File: config.mk
export PLATFORM = sky130hd
export DESIGN_NAME = sd_fifo_headrd
export DESIGN_NICKNAME = d
export VERILOG_FILES = /design/src/rtl/sd_fifo_headrd.sv
export SDC_FILE = /design/constraint.sdc
export NUM_CORES = 1
export LEC_CHECK = 0
export ABC_AREA = 1
export CORE_ASPECT_RATIO = 0.7
export CORE_UTILIZATION = 25
export DETAILED_ROUTE_END_ITERATION = 6
export PLACE_DENSITY = 0.5
export SETUP_SLACK_MARGIN = 0.02
export SYNTH_ARGS = -nofsm -noshare
export SYNTH_HDL_FRONTEND = slang
export SYNTH_SLANG_ARGS = --single-unit
File: constraint.sdc
create_clock -name clk -period 3.6 [get_ports clk]
set_input_delay 0.72 -clock clk [delete_from_list [all_inputs] [get_ports clk]]
set_output_delay 0.72 -clock clk [all_outputs]
set_load 0.1 [all_outputs]
File: src/rtl/sd_fifo_headrd.sv
// sd_fifo_headrd: shift-register FIFO whose head is always entry 0, so p_data comes straight from flops.
// Optional macro SD_FIFO_HEADRD_ZERO_EN: storage resets to 0 and the vacated top entry is zeroed on each pop.
module sd_fifo_headrd #(
    parameter int width = 8,
    parameter int depth = 4,
    parameter int usz   = $clog2(depth + 1)
) (
    input  logic             clk,
    input  logic             reset,
    input  logic [width-1:0] c_data,
    input  logic             c_srdy,
    output logic             c_drdy,
    output logic [width-1:0] p_data,
    output logic             p_srdy,
    input  logic             p_drdy,
    output logic [usz-1:0]   nxt_usage,
    output logic [usz-1:0]   usage
);

    logic [usz-1:0]   r_usage;
    logic [width-1:0] r_buf      [depth];
    logic [width-1:0] w_buf_next [depth];
    logic             w_wr;
    logic             w_rd;
    logic [usz-1:0]   w_wi;
    logic [usz-1:0]   w_nxt_usage;

    // Full blocks writes even when a pop happens in the same cycle, keeping c_drdy off the p_drdy path.
    assign c_drdy      = (r_usage < usz'(depth));
    assign p_srdy      = (r_usage != '0);
    assign w_wr        = c_srdy & c_drdy;
    assign w_rd        = p_srdy & p_drdy;
    assign w_nxt_usage = r_usage + usz'(w_wr) - usz'(w_rd);
    assign w_wi        = r_usage - usz'(w_rd);
    assign nxt_usage   = reset ? '0 : w_nxt_usage;
    assign usage       = r_usage;
    assign p_data      = r_buf[0];

    always_ff @(posedge clk or posedge reset) begin
        if (reset) begin
            r_usage <= '0;
        end else begin
            r_usage <= w_nxt_usage;
        end
    end

    // Pop shifts everything toward the head; a write on the same index takes priority.
    always_comb begin
        for (int i = 0; i < depth; i++) begin
            w_buf_next[i] = r_buf[i];
        end
        if (w_rd) begin
            for (int i = 0; i < depth - 1; i++) begin
                w_buf_next[i] = r_buf[i + 1];
            end
`ifdef SD_FIFO_HEADRD_ZERO_EN
            w_buf_next[depth-1] = '0;
`endif
        end
        if (w_wr) begin
            for (int i = 0; i < depth; i++) begin
                if (w_wi == usz'(i)) begin
                    w_buf_next[i] = c_data;
                end
            end
        end
    end

`ifdef SD_FIFO_HEADRD_ZERO_EN
    always_ff @(posedge clk or posedge reset) begin
        if (reset) begin
            for (int i = 0; i < depth; i++) begin
                r_buf[i] <= '0;
            end
        end else begin
            for (int i = 0; i < depth; i++) begin
                r_buf[i] <= w_buf_next[i];
            end
        end
    end
`else
    always_ff @(posedge clk) begin
        for (int i = 0; i < depth; i++) begin
            r_buf[i] <= w_buf_next[i];
        end
    end
`endif

endmodule
==> PnR_summary.wiki, run 1 <==
{| class="wikitable"
! Metric !! Value
|-
| Cell-by-cell listing of the critical path || clkdlybuf4s50_1, nand2_4, ha_1, inv_1, ha_1, inv_1, fa_1, inv_1, nand2_1, a21oi_4, buf_12
|-
| Yosys top cell area share || 0.267
|-
| Pre-CTS worst setup slack || 74.6 ps
|-
| Top Family by Delay on Critical Path || buffers and inverters
|-
| Initial Util || 0.263
|-
| Critical path peak fanout || 2
|-
| CP most frequent cell || sky130_fd_sc_hd__inv_1
|-
| Post-route setup TNS || 0 ps
|-
| Highest layer used for signal routing || met4
|-
| Peak per-stage delay on the critical path || 500 ps
|-
| Met3 routed wirelength || 226 microns
|-
| Clock H-tree levels || 2
|-
| Number of global-route vias before repair || 1447
|-
| Worst Setup Start Kind || primary input
|-
| Synth cell count leaders || 73 x sky130_fd_sc_hd__nand3_1, 57 x sky130_fd_sc_hd__nand2_1, 43 x sky130_fd_sc_hd__inv_1, 24 x sky130_fd_sc_hd__dfxtp_1, 8 x sky130_fd_sc_hd__edfxtp_1
|-
| Number of buffers created by CTS || 5
|-
| Worst Path Buf+Inv || 5
|-
| Via count || 1560
|-
| Final setup violating endpoints || 0
|-
| Cell Area, Synth || 1800 sq um
|-
| Area of all placed cells without fillers || 2340 sq um
|-
| Tightest Hold Check Type || flop to flop
|-
| Slew HR || 0.348
|-
| Post-Syn Area per Cell || 7.57 sq um
|-
| Slowest cell on the critical path || sky130_fd_sc_hd__clkdlybuf4s50_1
|-
| WS Path Type || primary input to output port
|-
| Net count of the finished layout || 287
|-
| Starting DRT DRC Count || 42
|-
| Area enclosed by the die boundary || 7560 sq um
|-
| Post-CTS clock slew at the launch and capture registers of the worst setup and hold paths || 70 ps
|-
| Pin count of the biggest net entering global routing || 26
|-
| ANT cells || 0
|-
| Die Span X || 103 microns
|-
| Worst-skew pair later-pin latency || 280 ps
|-
| CTS tree || built
|-
| Combinational family with the most area after synthesis || simple AND/OR/NAND/NOR gates
|-
| Slew Viols, Final || 0
|-
| Dominant register cell in the synthesized netlist || sky130_fd_sc_hd__dfxtp_1
|-
| Top post-synthesis cells by area || sky130_fd_sc_hd__dfxtp_1 27%, sky130_fd_sc_hd__nand3_1 20%, sky130_fd_sc_hd__edfxtp_1 13%, sky130_fd_sc_hd__nand2_1 12%, sky130_fd_sc_hd__inv_1 9.0%
|-
| Number of cell rows || 25
|-
| Via density || 4.27
|-
| Arrival time worst endpoint || 2670 ps
|-
| Largest area contributor in the synthesized netlist || sky130_fd_sc_hd__dfxtp_1
|-
| Seq cells post-synth || 35
|-
| Required time of the worst setup path || 2880 ps
|-
| Routed length per instance || 11.6 microns
|-
| Synthesized netlist net count || 255
|-
| Number of input and output port buffers inserted || 27
|-
| Total cell area at the placement stage || 2240 sq um
|-
| Nature of the critical path endpoint || output port
|-
| Total half-perimeter wirelength after legalization and detailed placement || 3020 microns
|-
| Number of distinct library cells after synthesis || 21
|-
| Fill cells || 728
|-
| Area overhead of the layout relative to synthesis || 30.1%
|-
| Unrepaired setup endpoints after global routing || no
|-
| Compound-gate portion of the synthesized area || 0.00278
|-
| Placeable core area || 6850 sq um
|-
| Aggregate global routing overflow || 0
|-
| Period utilization || 0.942
|-
| Outcome || finished clean
|-
| Router iterations before antenna repair || 4
|-
| Number of sinks on the clock net || 35
|-
| Final min period || 3390 ps
|-
| CTS root buf || sky130_fd_sc_hd__clkbuf_8
|-
| Wire length of the first global-routing pass || 7100 microns
|-
| Most numerous cell in the Yosys netlist || sky130_fd_sc_hd__nand3_1
|-
| Wire length the detailed router placed on met1 || 2180 microns
|-
| Number of buffers inserted by post-CTS setup repair || 0
|-
| Cell Count Post-Placement || 357
|-
| Sequential share of the synthesized area || 0.442
|-
| Proportion of layout cells with a drive suffix above 1 || 0.137
|-
| Synthesized-area fraction occupied by and/or/nand/nor cells || 0.400
|-
| Max Cap Violations || 0
|-
| Post-Synth Adder-Cell Area || 0.0389
|-
| DIE HEIGHT || 73.0 microns
|-
| # IOs || 28
|-
| Maximum operating frequency || 295 MHz
|-
| Final Hold Violating Endpoints || 0
|-
| Async S/R FF share, synth || 0.0857
|-
| Met2 routed WL || 1820 microns
|-
| Fraction of synthesized cell area in xor and xnor cells || 0
|-
| Count of flip-flops with a built-in enable after synthesis || 8
|-
| Antenna violations before repair || 0
|-
| Maximum buffer depth of the clock tree || 2
|-
| Worst Skew || 4.43 ps
|-
| Post-synthesis mux area share || 0
|-
| Crit path setup slack, layout || 208 ps
|-
| Total global-route track usage || 0.124
|-
| Number of design rule violations left after detail routing || 0
|-
| GP Congestion || 0.781
|-
| Final Instance Count excl. Fillers || 365
|-
| Mapped Cells || 238
|-
| Detail Route Antenna Nets || 0
|-
| Worst-Margin Slew || 976 ps
|-
| Detailed-route wire length || 4250 microns
|-
| Warnings, synthesis || 0
|}
## sequential cells by signal, indices dropped and copies added (netlist names)
register,flops
usage,3
r_buf,32
## worst reg2reg max path: stages, from the launching register on
cell and delay (ps):
sky130_fd_sc_hd__dfrtp_2 460, sky130_fd_sc_hd__nor2_2 160, sky130_fd_sc_hd__nand2_4 70, sky130_fd_sc_hd__nand2_4 50, sky130_fd_sc_hd__inv_1 50, sky130_fd_sc_hd__ha_1 180, sky130_fd_sc_hd__ha_1 300, sky130_fd_sc_hd__nor4_1 400
sky130_fd_sc_hd__buf_4 220
## through the flow
| stage | util | hold slack (ps) |
|---|---|---|
| after floorplan | - | 474 |
| after global placement | 0.327 | 518 |
| after detailed placement | 0.327 | 521 |
| after CTS | 0.342 | 536 |
| after global routing | 0.342 | 567 |
| final | 0.342 | 533 |
## final timing paths
path / cells past startpoint / start / slack, ps / end
max in group asynchronous: 2 / reset / 2640 / usage[2]
min in group asynchronous: 2 / reset / 810 / usage[0]
worst min-delay path: 4 / r_buf[0][7] / 530 / r_buf[0][7]
worst max-delay path: 11 / c_srdy / 210 / nxt_usage[2]
worst max register to register: 8 / usage[2] / 1420 / r_buf[3][5]
worst min register to register: 4 / r_buf[0][7] / 530 / r_buf[0][7]
## kinds of logic after synthesis
group / count (synthesis)
adder cells (fa/ha/maj): 5
AO/OA/AOI/OAI: 1
AND/OR/NAND/NOR: 145
flip-flops: 35
buffers and inverters: 52
## cells in the final DEF (no fill, tap or decap)
cell type / netlist / final
sky130_fd_sc_hd__nand3_1: 73 / 73
sky130_fd_sc_hd__nand2_1: 57 / 57
sky130_fd_sc_hd__inv_1: 43 / 43
sky130_fd_sc_hd__dfxtp_1: 24 / 24
sky130_fd_sc_hd__clkdlybuf4s50_1: 0 / 21
sky130_fd_sc_hd__buf_4: 3 / 8
sky130_fd_sc_hd__edfxtp_1: 8 / 8
sky130_fd_sc_hd__clkbuf_8: 0 / 7
sky130_fd_sc_hd__nand2_4: 4 / 4
sky130_fd_sc_hd__ha_1: 4 / 4
sky130_fd_sc_hd__nor2_2: 2 / 3
sky130_fd_sc_hd__nand2_2: 3 / 3
sky130_fd_sc_hd__buf_12: 0 / 3
sky130_fd_sc_hd__dfrtp_2: 0 / 3
sky130_fd_sc_hd__nor2_8: 2 / 2
sky130_fd_sc_hd__nor2_4: 1 / 2
sky130_fd_sc_hd__inv_4: 0 / 1
sky130_fd_sc_hd__nor4_1: 1 / 1
sky130_fd_sc_hd__a21oi_4: 0 / 1
sky130_fd_sc_hd__fa_1: 1 / 1
sky130_fd_sc_hd__clkbuf_1: 1 / 1
sky130_fd_sc_hd__dlymetal6s2s_1: 0 / 1
## metal layers
metal  up-vias  GRT usage
li1        817          -
met4         0     0.0235
met2        32      0.189
met1       709      0.175
met3         2     0.0354
met5         -          0
## area by class of cell
type | count | area (sq um) | share of cell area
well taps | 94 | 118 | 0.0502
inverters | 44 | 168 | 0.0715
multi-input cells | 151 | 817 | 0.348
clock buffers | 8 | 100 | 0.0427
repair buffers | 33 | 343 | 0.146
flip-flops and latches | 35 | 800 | 0.341
## timing repair
item,in CTS,in global routing
gates resized for setup,0,1
endpoints found under the setup margin,0,1
hold buffers,0,0
Power of run 1 is left out: the tool's default activity adds up to more than one toggle a clock period on the data nets, which glitch-free logic cannot reach.
==> run 2: changes to the inputs <==
--- a/config.mk
+++ b/config.mk
@@ -11,6 +11,7 @@
 export DETAILED_ROUTE_END_ITERATION = 6
 export PLACE_DENSITY = 0.5
 export SETUP_SLACK_MARGIN = 0.02
+export SLEW_MARGIN = 10
 export SYNTH_ARGS = -nofsm -noshare
 export SYNTH_HDL_FRONTEND = slang
 export SYNTH_SLANG_ARGS = --single-unit
==> results of run 2 <==
No change in the layout: final DEF, timing and power equal those of run 1.
Power of run 2 is left out for the same reason.
==> run 3: changes to the inputs <==
--- a/config.mk
+++ b/config.mk
@@ -6,10 +6,12 @@
 export NUM_CORES = 1
 export LEC_CHECK = 0
 export ABC_AREA = 1
+export CELL_PAD_IN_SITES_DETAIL_PLACEMENT = 0
+export CELL_PAD_IN_SITES_GLOBAL_PLACEMENT = 1
 export CORE_ASPECT_RATIO = 0.7
 export CORE_UTILIZATION = 25
 export DETAILED_ROUTE_END_ITERATION = 6
-export PLACE_DENSITY = 0.5
+export PLACE_DENSITY = 0.62
 export SETUP_SLACK_MARGIN = 0.02
 export SLEW_MARGIN = 10
 export SYNTH_ARGS = -nofsm -noshare
==> PnR_summary.wiki, run 3 (synthesized netlist as in run 1, its figures left out) <==
{| class="wikitable"
! Metric !! Value
|-
| Top Family by Delay on Critical Path || buffers and inverters
|-
| Period utilization || 0.938 (-0.00408)
|-
| Number of input and output port buffers inserted || 27 (unchanged)
|-
| Required time of the worst setup path || 2880 ps (about the same)
|-
| # IOs || 28 (unchanged)
|-
| Aggregate global routing overflow || 0 (unchanged)
|-
| Top library cells by usage in the layout, fill and taps aside || 73 x sky130_fd_sc_hd__nand3_1, 57 x sky130_fd_sc_hd__nand2_1, 43 x sky130_fd_sc_hd__inv_1
|-
| Starting DRT DRC Count || 64 (+52%)
|-
| Final min period || 3380 ps (-14.7 ps)
|-
| Post-CTS clock slew at the launch and capture registers of the worst setup and hold paths || 70 ps (about the same)
|-
| Final setup violating endpoints || 0 (unchanged)
|-
| Post-route setup TNS || 0 ps (unchanged)
|-
| Maximum buffer depth of the clock tree || 2 (unchanged)
|-
| Nature of the critical path endpoint || output port
|-
| Pin count of the biggest net entering global routing || 26 (unchanged)
|-
| CP most frequent cell || sky130_fd_sc_hd__inv_1
|-
| Leading cell type in the layout, fill and taps excluded || sky130_fd_sc_hd__nand3_1
|-
| Unrepaired setup endpoints after global routing || no
|-
| ANT cells || 0 (unchanged)
|-
| Worst R2R Setup Slack || 1390 ps (-30 ps)
|-
| Initial Util || 0.263 (unchanged)
|-
| Antenna violations before repair || 0 (unchanged)
|-
| Slew HR || 0.351 (+0.00313)
|-
| Number of flip-flops under the largest register name || 32 (unchanged)
|-
| Number of global-route vias before repair || 1569 (+8.4%)
|-
| WHS Path Cells || 4 (unchanged)
|-
| GP Congestion || 0.688 (-12%)
|-
| Worst-Margin Slew || 971 ps (-4.68 ps)
|-
| Maximum operating frequency || 296 MHz (+0.43%)
|-
| Tightest Hold Check Type || flop to flop
|-
| Worst Skew || 5.98 ps (+1.55 ps)
|-
| Slowest cell on the critical path || sky130_fd_sc_hd__clkdlybuf4s50_1
|-
| Total half-perimeter wirelength after legalization and detailed placement || 2960 microns (-1.9%)
|-
| Via count || 1560 (unchanged)
|-
| Wire length of the first global-routing pass || 7470 microns (+5.1%)
|-
| Area enclosed by the die boundary || 7560 sq um (unchanged)
|-
| Endpoint with the worst hold slack || r_buf[0][0]
|-
| Critical path peak fanout || 2 (unchanged)
|-
| Number of buffers inserted by post-CTS setup repair || 0 (unchanged)
|-
| RR Endpoint || r_buf[1][3]
|-
| CTS root buf || sky130_fd_sc_hd__clkbuf_8
|-
| Router iterations before antenna repair || 4 (unchanged)
|-
| Die Span X || 103 microns (unchanged)
|-
| Number of buffers created by CTS || 5 (unchanged)
|-
| Number of sinks on the clock net || 35 (unchanged)
|-
| Detailed-route wire length || 4390 microns (+3.3%)
|-
| Via density || 4.27 (unchanged)
|-
| Worst-skew pair later-pin latency || 290 ps (about the same)
|-
| Number of cell rows || 25 (unchanged)
|-
| Arrival time worst endpoint || 2660 ps (about the same)
|-
| WS Path Type || primary input to output port
|-
| Worst Setup Start Kind || primary input
|-
| Outcome || finished clean
|-
| DIE HEIGHT || 73.0 microns (unchanged)
|-
| Number of buffers added to fix hold violations after cts || 0 (unchanged)
|-
| Peak per-stage delay on the critical path || 500 ps (about the same)
|-
| CTS tree || built
|-
| Placeable core area || 6850 sq um (unchanged)
|-
| Depth of the worst register-to-register path || 11 (+3)
|-
| Cell-by-cell listing of the critical path || clkdlybuf4s50_1, nand2_4, ha_1, inv_1, ha_1, inv_1, fa_1, inv_1, nand2_1, a21oi_4, buf_12
|-
| Area overhead of the layout relative to synthesis || 29.2%
|-
| Slew Viols, Final || 0 (unchanged)
|-
| Clock H-tree levels || 2 (unchanged)
|-
| Max Cap Violations || 0 (unchanged)
|-
| Worst Path Buf+Inv || 5 (unchanged)
|-
| Total global-route track usage || 0.131 (+0.00676)
|-
| Net count of the finished layout || 287 (unchanged)
|-
| Final Hold Violating Endpoints || 0 (unchanged)
|-
| Register with the most flip-flops || r_buf
|-
| R2R Path Start || usage[2]
|-
| Number of design rule violations left after detail routing || 0 (unchanged)
|-
| Hold path startpoint || r_buf[0][0]
|-
| Routed length per instance || 12.0 microns (+3.3%)
|-
| Proportion of layout cells with a drive suffix above 1 || 0.140 (+0.00369)
|-
| Detail Route Antenna Nets || 0 (unchanged)
|}
run 3: changes by cell type in the layout (fill, tap and decap cells not counted):
cell | previous run | this run
sky130_fd_sc_hd__clkbuf_8 | 7 | 5
sky130_fd_sc_hd__clkinv_2 | 0 | 3
sky130_fd_sc_hd__clkbuf_1 | 1 | 0
run 3: cell type report:
type / instances / area (sq um)
clock buffers: 5 / 68.8
clock inverters: 3 / 15.0
fillers: 734 / 4520
inverters: 44 / 168
multi-input cells: 151 / 817
flip-flops and latches: 35 / 800
well taps: 94 / 118
repair buffers: 33 / 343
run 3: what timing repair did:
| action | CTS | global route |
|---|---|---|
| gates resized for setup | 0 | 1 |
| endpoints found under the hold margin | 0 | 0 |
| setup endpoints to repair | 0 | 1 |
run 3: worst reg2reg max path: cells and delay by family (launching register included):
kind                       cells  cell delay, ps
buffers and inverters          2             120
DFF                            1             460
and+or+nand+nor                7            1050
adders and majority gates      2             490
run 3: worst max-delay path by stage:
stage,start,endpoint,depth (start not counted)
5_1_grt,c_srdy,nxt_usage[2],11
6_report,c_srdy,nxt_usage[2],11
3_3_place_gp,p_drdy,nxt_usage[2],12
3_5_place_dp,p_drdy,nxt_usage[2],12
4_1_cts,p_drdy,nxt_usage[2],12
2_1_floorplan,usage[2],nxt_usage[2],13
run 3: layer usage:
layer	global-route usage	wire length, microns	vias up
met5	0	0	-
met4	0.0329	15	0
met3	0.0335	207	3
met2	0.204	1930	26
met1	0.180	2230	715
li1	-	-	816
run 3: metrics by stage:
step | std cells | instance area (sq um) | utilization | setup slack [ps] | hold slack, ps
floorplan | 238 | 1830 | - | 73.3 | 474
global placement | 357 | 2240 | 0.327 | 112 | 523
detailed placement | 357 | 2240 | 0.327 | 106 | 521
CTS | 365 | 2330 | 0.340 | 109 | 534
global route | 365 | 2330 | 0.340 | 109 | 576
finish | 365 | 2330 | 0.340 | 223 | 531
Power of run 3 is left out for the same reason.
==> RTL edit 1 (settings of run 3) <==
The parameter `depth` goes from 4 to 8.
--- a/src/rtl/sd_fifo_headrd.sv
+++ b/src/rtl/sd_fifo_headrd.sv
@@ -2,7 +2,7 @@
 // Optional macro SD_FIFO_HEADRD_ZERO_EN: storage resets to 0 and the vacated top entry is zeroed on each pop.
 module sd_fifo_headrd #(
     parameter int width = 8,
-    parameter int depth = 4,
+    parameter int depth = 8,
     parameter int usz   = $clog2(depth + 1)
 ) (
     input  logic             clk,
Ports: changed (resized nxt_usage and usage); port bits go from 28 to 30. The function was not compared with the original's and may differ.
==> RTL edit 1 against run 3 <==
  * Count of clock-buffer cells in the layout grew 7
  * Sequential cell count grew 33
  * Die area grew 93%
  * Synthesized area grew 96%
  * Via count grew 100%
  * Setup slack lost 0.079 ns
  * Non-clock buffer count grew 4
  * Core utilization shrank 1.8 points
  * Cell count grew 92%
  * Highest routed layer unchanged
  * Design area grew 86%
  * Routed wire length grew 130%
  * Hold slack lost 0.010 ns
Power is left out: the tool's default activity adds up to more than one toggle a clock period on the data nets, which glitch-free logic cannot reach.
==> RTL edit 1: results (changes against run 3) <==
stage	metric	value	unit	change
sta	slew margin rel.	33.3	%	-1.8 points
yosys	Syn Inst Count	498		+110%
min_path	Worst Min Path Start	r_buf[1][25]		
sta	clock skew	0.00512	ns	-0.000857 ns
clocking	CTS Root Cell	clkbuf_16		
detailed_routing	total number of vias	3152		+100%
cells_and_area	Final nets	534		+86%
global_route	largest net degree at the start of global routing	64		+150%
clocking	latest clock arrival within the worst-skew pair	0.33	ns	+0.04 ns
outcome	status	finished clean		
sta	period utilisation layout	96.0	%	+2.2 points
global_route	vias in the first global route	3074		+96%
clocking	TritonCTS buffer count	9		+4
yosys	Post-synth top cells	nand2_1, dfxtp_1, nand4_1, buf_4, buf_2		
cells_and_area	layout cells sized above 1	13.0	%	-1.1 points
placed_design	DP Area	4040	sq um	+80%
placed_design	RePlAce Congestion	0.773		+12%
detailed_routing	total wire length	10.1	mm	+130%
worst_setup_path	critical path peak fanout	4		+2
yosys	Post-synth ARST share	5.88	%	-2.7 points
placed_design	placed insts	686		+92%
placed_design	hpwl dp	6.30	mm	+110%
placed_design	dpl ws	0.173	ns	+0.0667 ns
yosys	Synthesized Nets	520		+100%
worst_setup_path	crit path max-delay cell type	dfrtp_4		
yosys	sequential area share after synthesis	41.4	%	-2.8 points
worst_setup_path	reg-to-reg slack, setup	0.84	ns	-0.55 ns
global_route	Tot GR Track Use	15.1	%	+2.0 points
## RTL edit 1: final cells by class
class / count / area share, %
clock buffer: 12 / 5.93
clock inverter: 4 / 0.578
inverter: 15 / 1.74
multi-input combinational: 381 / 43.3
sequential: 68 / 34.0
tap: 185 / 5.35
timing repair buffer: 37 / 9.08
## RTL edit 1: metal layers
layer	vias up	global-route usage [%]	wire [um]	share of wire (%)
li1	1639	-	-	-
met1	1455	21.4	5300	52
met2	52	22.9	4390	43
met3	6	3.64	396	3.9
met4	0	3.44	67	0.66
met5	-	0	0	0
## RTL edit 1: cells by family after synthesis
logic type      Yosys count  share of synthesized area (%)
buf+inv                  49                           8.19
fa+ha+maj                10                           3.76
compound gates            3                          0.496
xor+xnor                  1                          0.780
simple gates            367                           45.4
flops                    68                           41.4
## RTL edit 1: what timing repair did
action / CTS / global route
endpoints found under the setup margin: 0 / 1
buffers inserted: 0 / 0
hold buffers: 0 / 0
gates resized for setup: 0 / 1
==> RTL edit 2 (settings of run 3) <==
Made on the original files. The option `SD_FIFO_HEADRD_ZERO_EN` is turned on by a define.
--- a/src/rtl/sd_fifo_headrd.sv
+++ b/src/rtl/sd_fifo_headrd.sv
@@ -1,5 +1,7 @@
 // sd_fifo_headrd: shift-register FIFO whose head is always entry 0, so p_data comes straight from flops.
 // Optional macro SD_FIFO_HEADRD_ZERO_EN: storage resets to 0 and the vacated top entry is zeroed on each pop.
+`define SD_FIFO_HEADRD_ZERO_EN
+
 module sd_fifo_headrd #(
     parameter int width = 8,
     parameter int depth = 4,
Check against the original RTL: not equivalent (a bounded check fails within 4 cycles, from zero or initial values and one cycle with reset high).
==> RTL edit 2 against run 3 <==
  * The flow now finishes with violations (design-rule violations)
  * Die area rose by 15%
  * Via count rose by 13%
  * Design area rose by 11%
  * Synthesized area rose by 16%
  * Sequential cell count did not move
  * Routed wire length rose by 25%
  * Setup slack improved by 0.012 ns
  * Critical path type unchanged
  * Highest routed layer unchanged
Power is left out: the tool's default activity adds up to more than one toggle a clock period on the data nets, which glitch-free logic cannot reach.
==> RTL edit 2: results (changes against run 3) <==
stage	metric	value	unit	change
outcome	status	finished with violations		
yosys	Post-synth EDFFs	0		-8
placed_design	placed insts	388		+8.7%
yosys	Post-synth top flop	dfrtp_1		
min_path	Hold Path Cell Cnt	2		-2
detailed_routing	DRT iter0 DRCs	91		+42%
yosys	Post-synth top cells	nand3_1, nand2_1, inv_1, dfrtp_1, buf_4		
detailed_routing	drt wl/cell	13.9	um	+16%
yosys	Cell variety after synth	19		-9.5%
yosys	Synth Area in Adders	2.76	%	-1.1 points
cells_and_area	clock-cell share of area	6.14	%	+2.5 points
worst_setup_path	CP arrival	2.65	ns	about the same
worst_setup_path	worst r2r dst	p_data[4]		
sta	clock skew	0.00535	ns	-0.000624 ns
sta	period utilisation layout	93.5	%	-0.34 points
yosys	post-synthesis xor/xnor area fraction	0.420	%	+0.42 points
global_route	largest net degree at the start of global routing	36		+38%
worst_setup_path	Largest stage delay, worst path	0.52	ns	+0.02 ns
placed_design	hpwl dp	3.56	mm	+20%
clocking	CTS Root Cell	clkbuf_16		
yosys	sequential area share after synthesis	42.0	%	-2.2 points
cells_and_area	Multi-In Gates	177		+17%
clocking	clock-pin slew on the worst setup and hold paths	0.05	ns	-0.02 ns
worst_setup_path	reg-to-reg slack, setup	0.93	ns	-0.46 ns
cells_and_area	area occupied by multi-input gates	930	sq um	+14%
detailed_routing	drt pass-1 iters	6		+2
yosys	Synthesized Nets	289		+13%
global_route	Tot GR Track Use	13.8	%	+0.70 points
detailed_routing	DRC viols	5		+5
sta	Slew @ Worst Pin	0.971	ns	+0.000526 ns
placed_design	RePlAce Congestion	0.728		+5.8%
global_route	M1 GR Usage	19.2	%	+1.2 points
cells_and_area	Non-clock buffers, area share	12.9	%	-1.9 points
yosys	syn_area_per_cell	7.64	sq um	+0.92%
global_route	M3 GR Usage	3.09	%	-0.26 points
yosys	Syn Inst Count	273		+15%
cells_and_area	proportion of cell area occupied by registers	33.9	%	-0.46 points
placed_design	DP Area	2430	sq um	+8.4%
cells_and_area	# fillers	874		+19%
cells_and_area	Finished Core Util	32.5	%	-1.5 points
cells_and_area	layout cells sized above 1	11.9	%	-2.1 points
detailed_routing	total number of vias	1761		+13%
yosys	Post-synth ARST share	100	%	+91 points
detailed_routing	Vias per Instance	4.46		+4.3%
cells_and_area	Final nets	310		+8.0%
yosys	top post-synthesis cells by area	dfrtp_1, nand3_1, nand2_1		
outcome	failing checks	design-rule violations		
yosys	post-synthesis compound-gate area fraction	0.480	%	+0.20 points
global_route	first-pass GRT wire length	9.23	mm	+24%
cells_and_area	Signal inverters	43		-2.3%
worst_setup_path	critical path peak fanout	4		+2
worst_setup_path	cells on worst reg2reg path	13		+2
cells_and_area	Largest register FFs	24		-25%
sta	hold slack	0.495	ns	-0.0367 ns
min_path	Hold Path End	r_buf[3]		
cells_and_area	Buffers excl. clock	32		-3.0%
==> RTL edit 2: changes by cell type after synthesis, sizes merged <==
cell	before	now
xor2	0	1
dfxtp	24	0
nor4	1	0
nand3	73	89
buf	7	16
clkbuf	1	2
edfxtp	8	0
dfrtp	3	35
nor2	7	8
inv	44	43
a21oi	1	2
ha	4	3
nand2	64	73
==> RTL edit 2: worst register-to-register path, cell delays in order, from the launching register on <==
cell,delay (ns)
dfrtp_1,0.46
nor2_2,0.17
nand2_4,0.07
nand2_4,0.07
buf_4,0.34
inv_1,0.10
ha_1,0.19
ha_1,0.27
inv_1,0.08
nand2_1,0.06
nand2_2,0.31
nand2_2,0.25
nand3_1,0.14
nand2_1,0.06
==> RTL edit 2: routing by layer <==
layer / up-vias / part of all wire [%]
li1: 899 / -
met1: 831 / 53
met2: 26 / 43
met3: 5 / 3.4
met4: 0 / 0.69
met5: - / 0
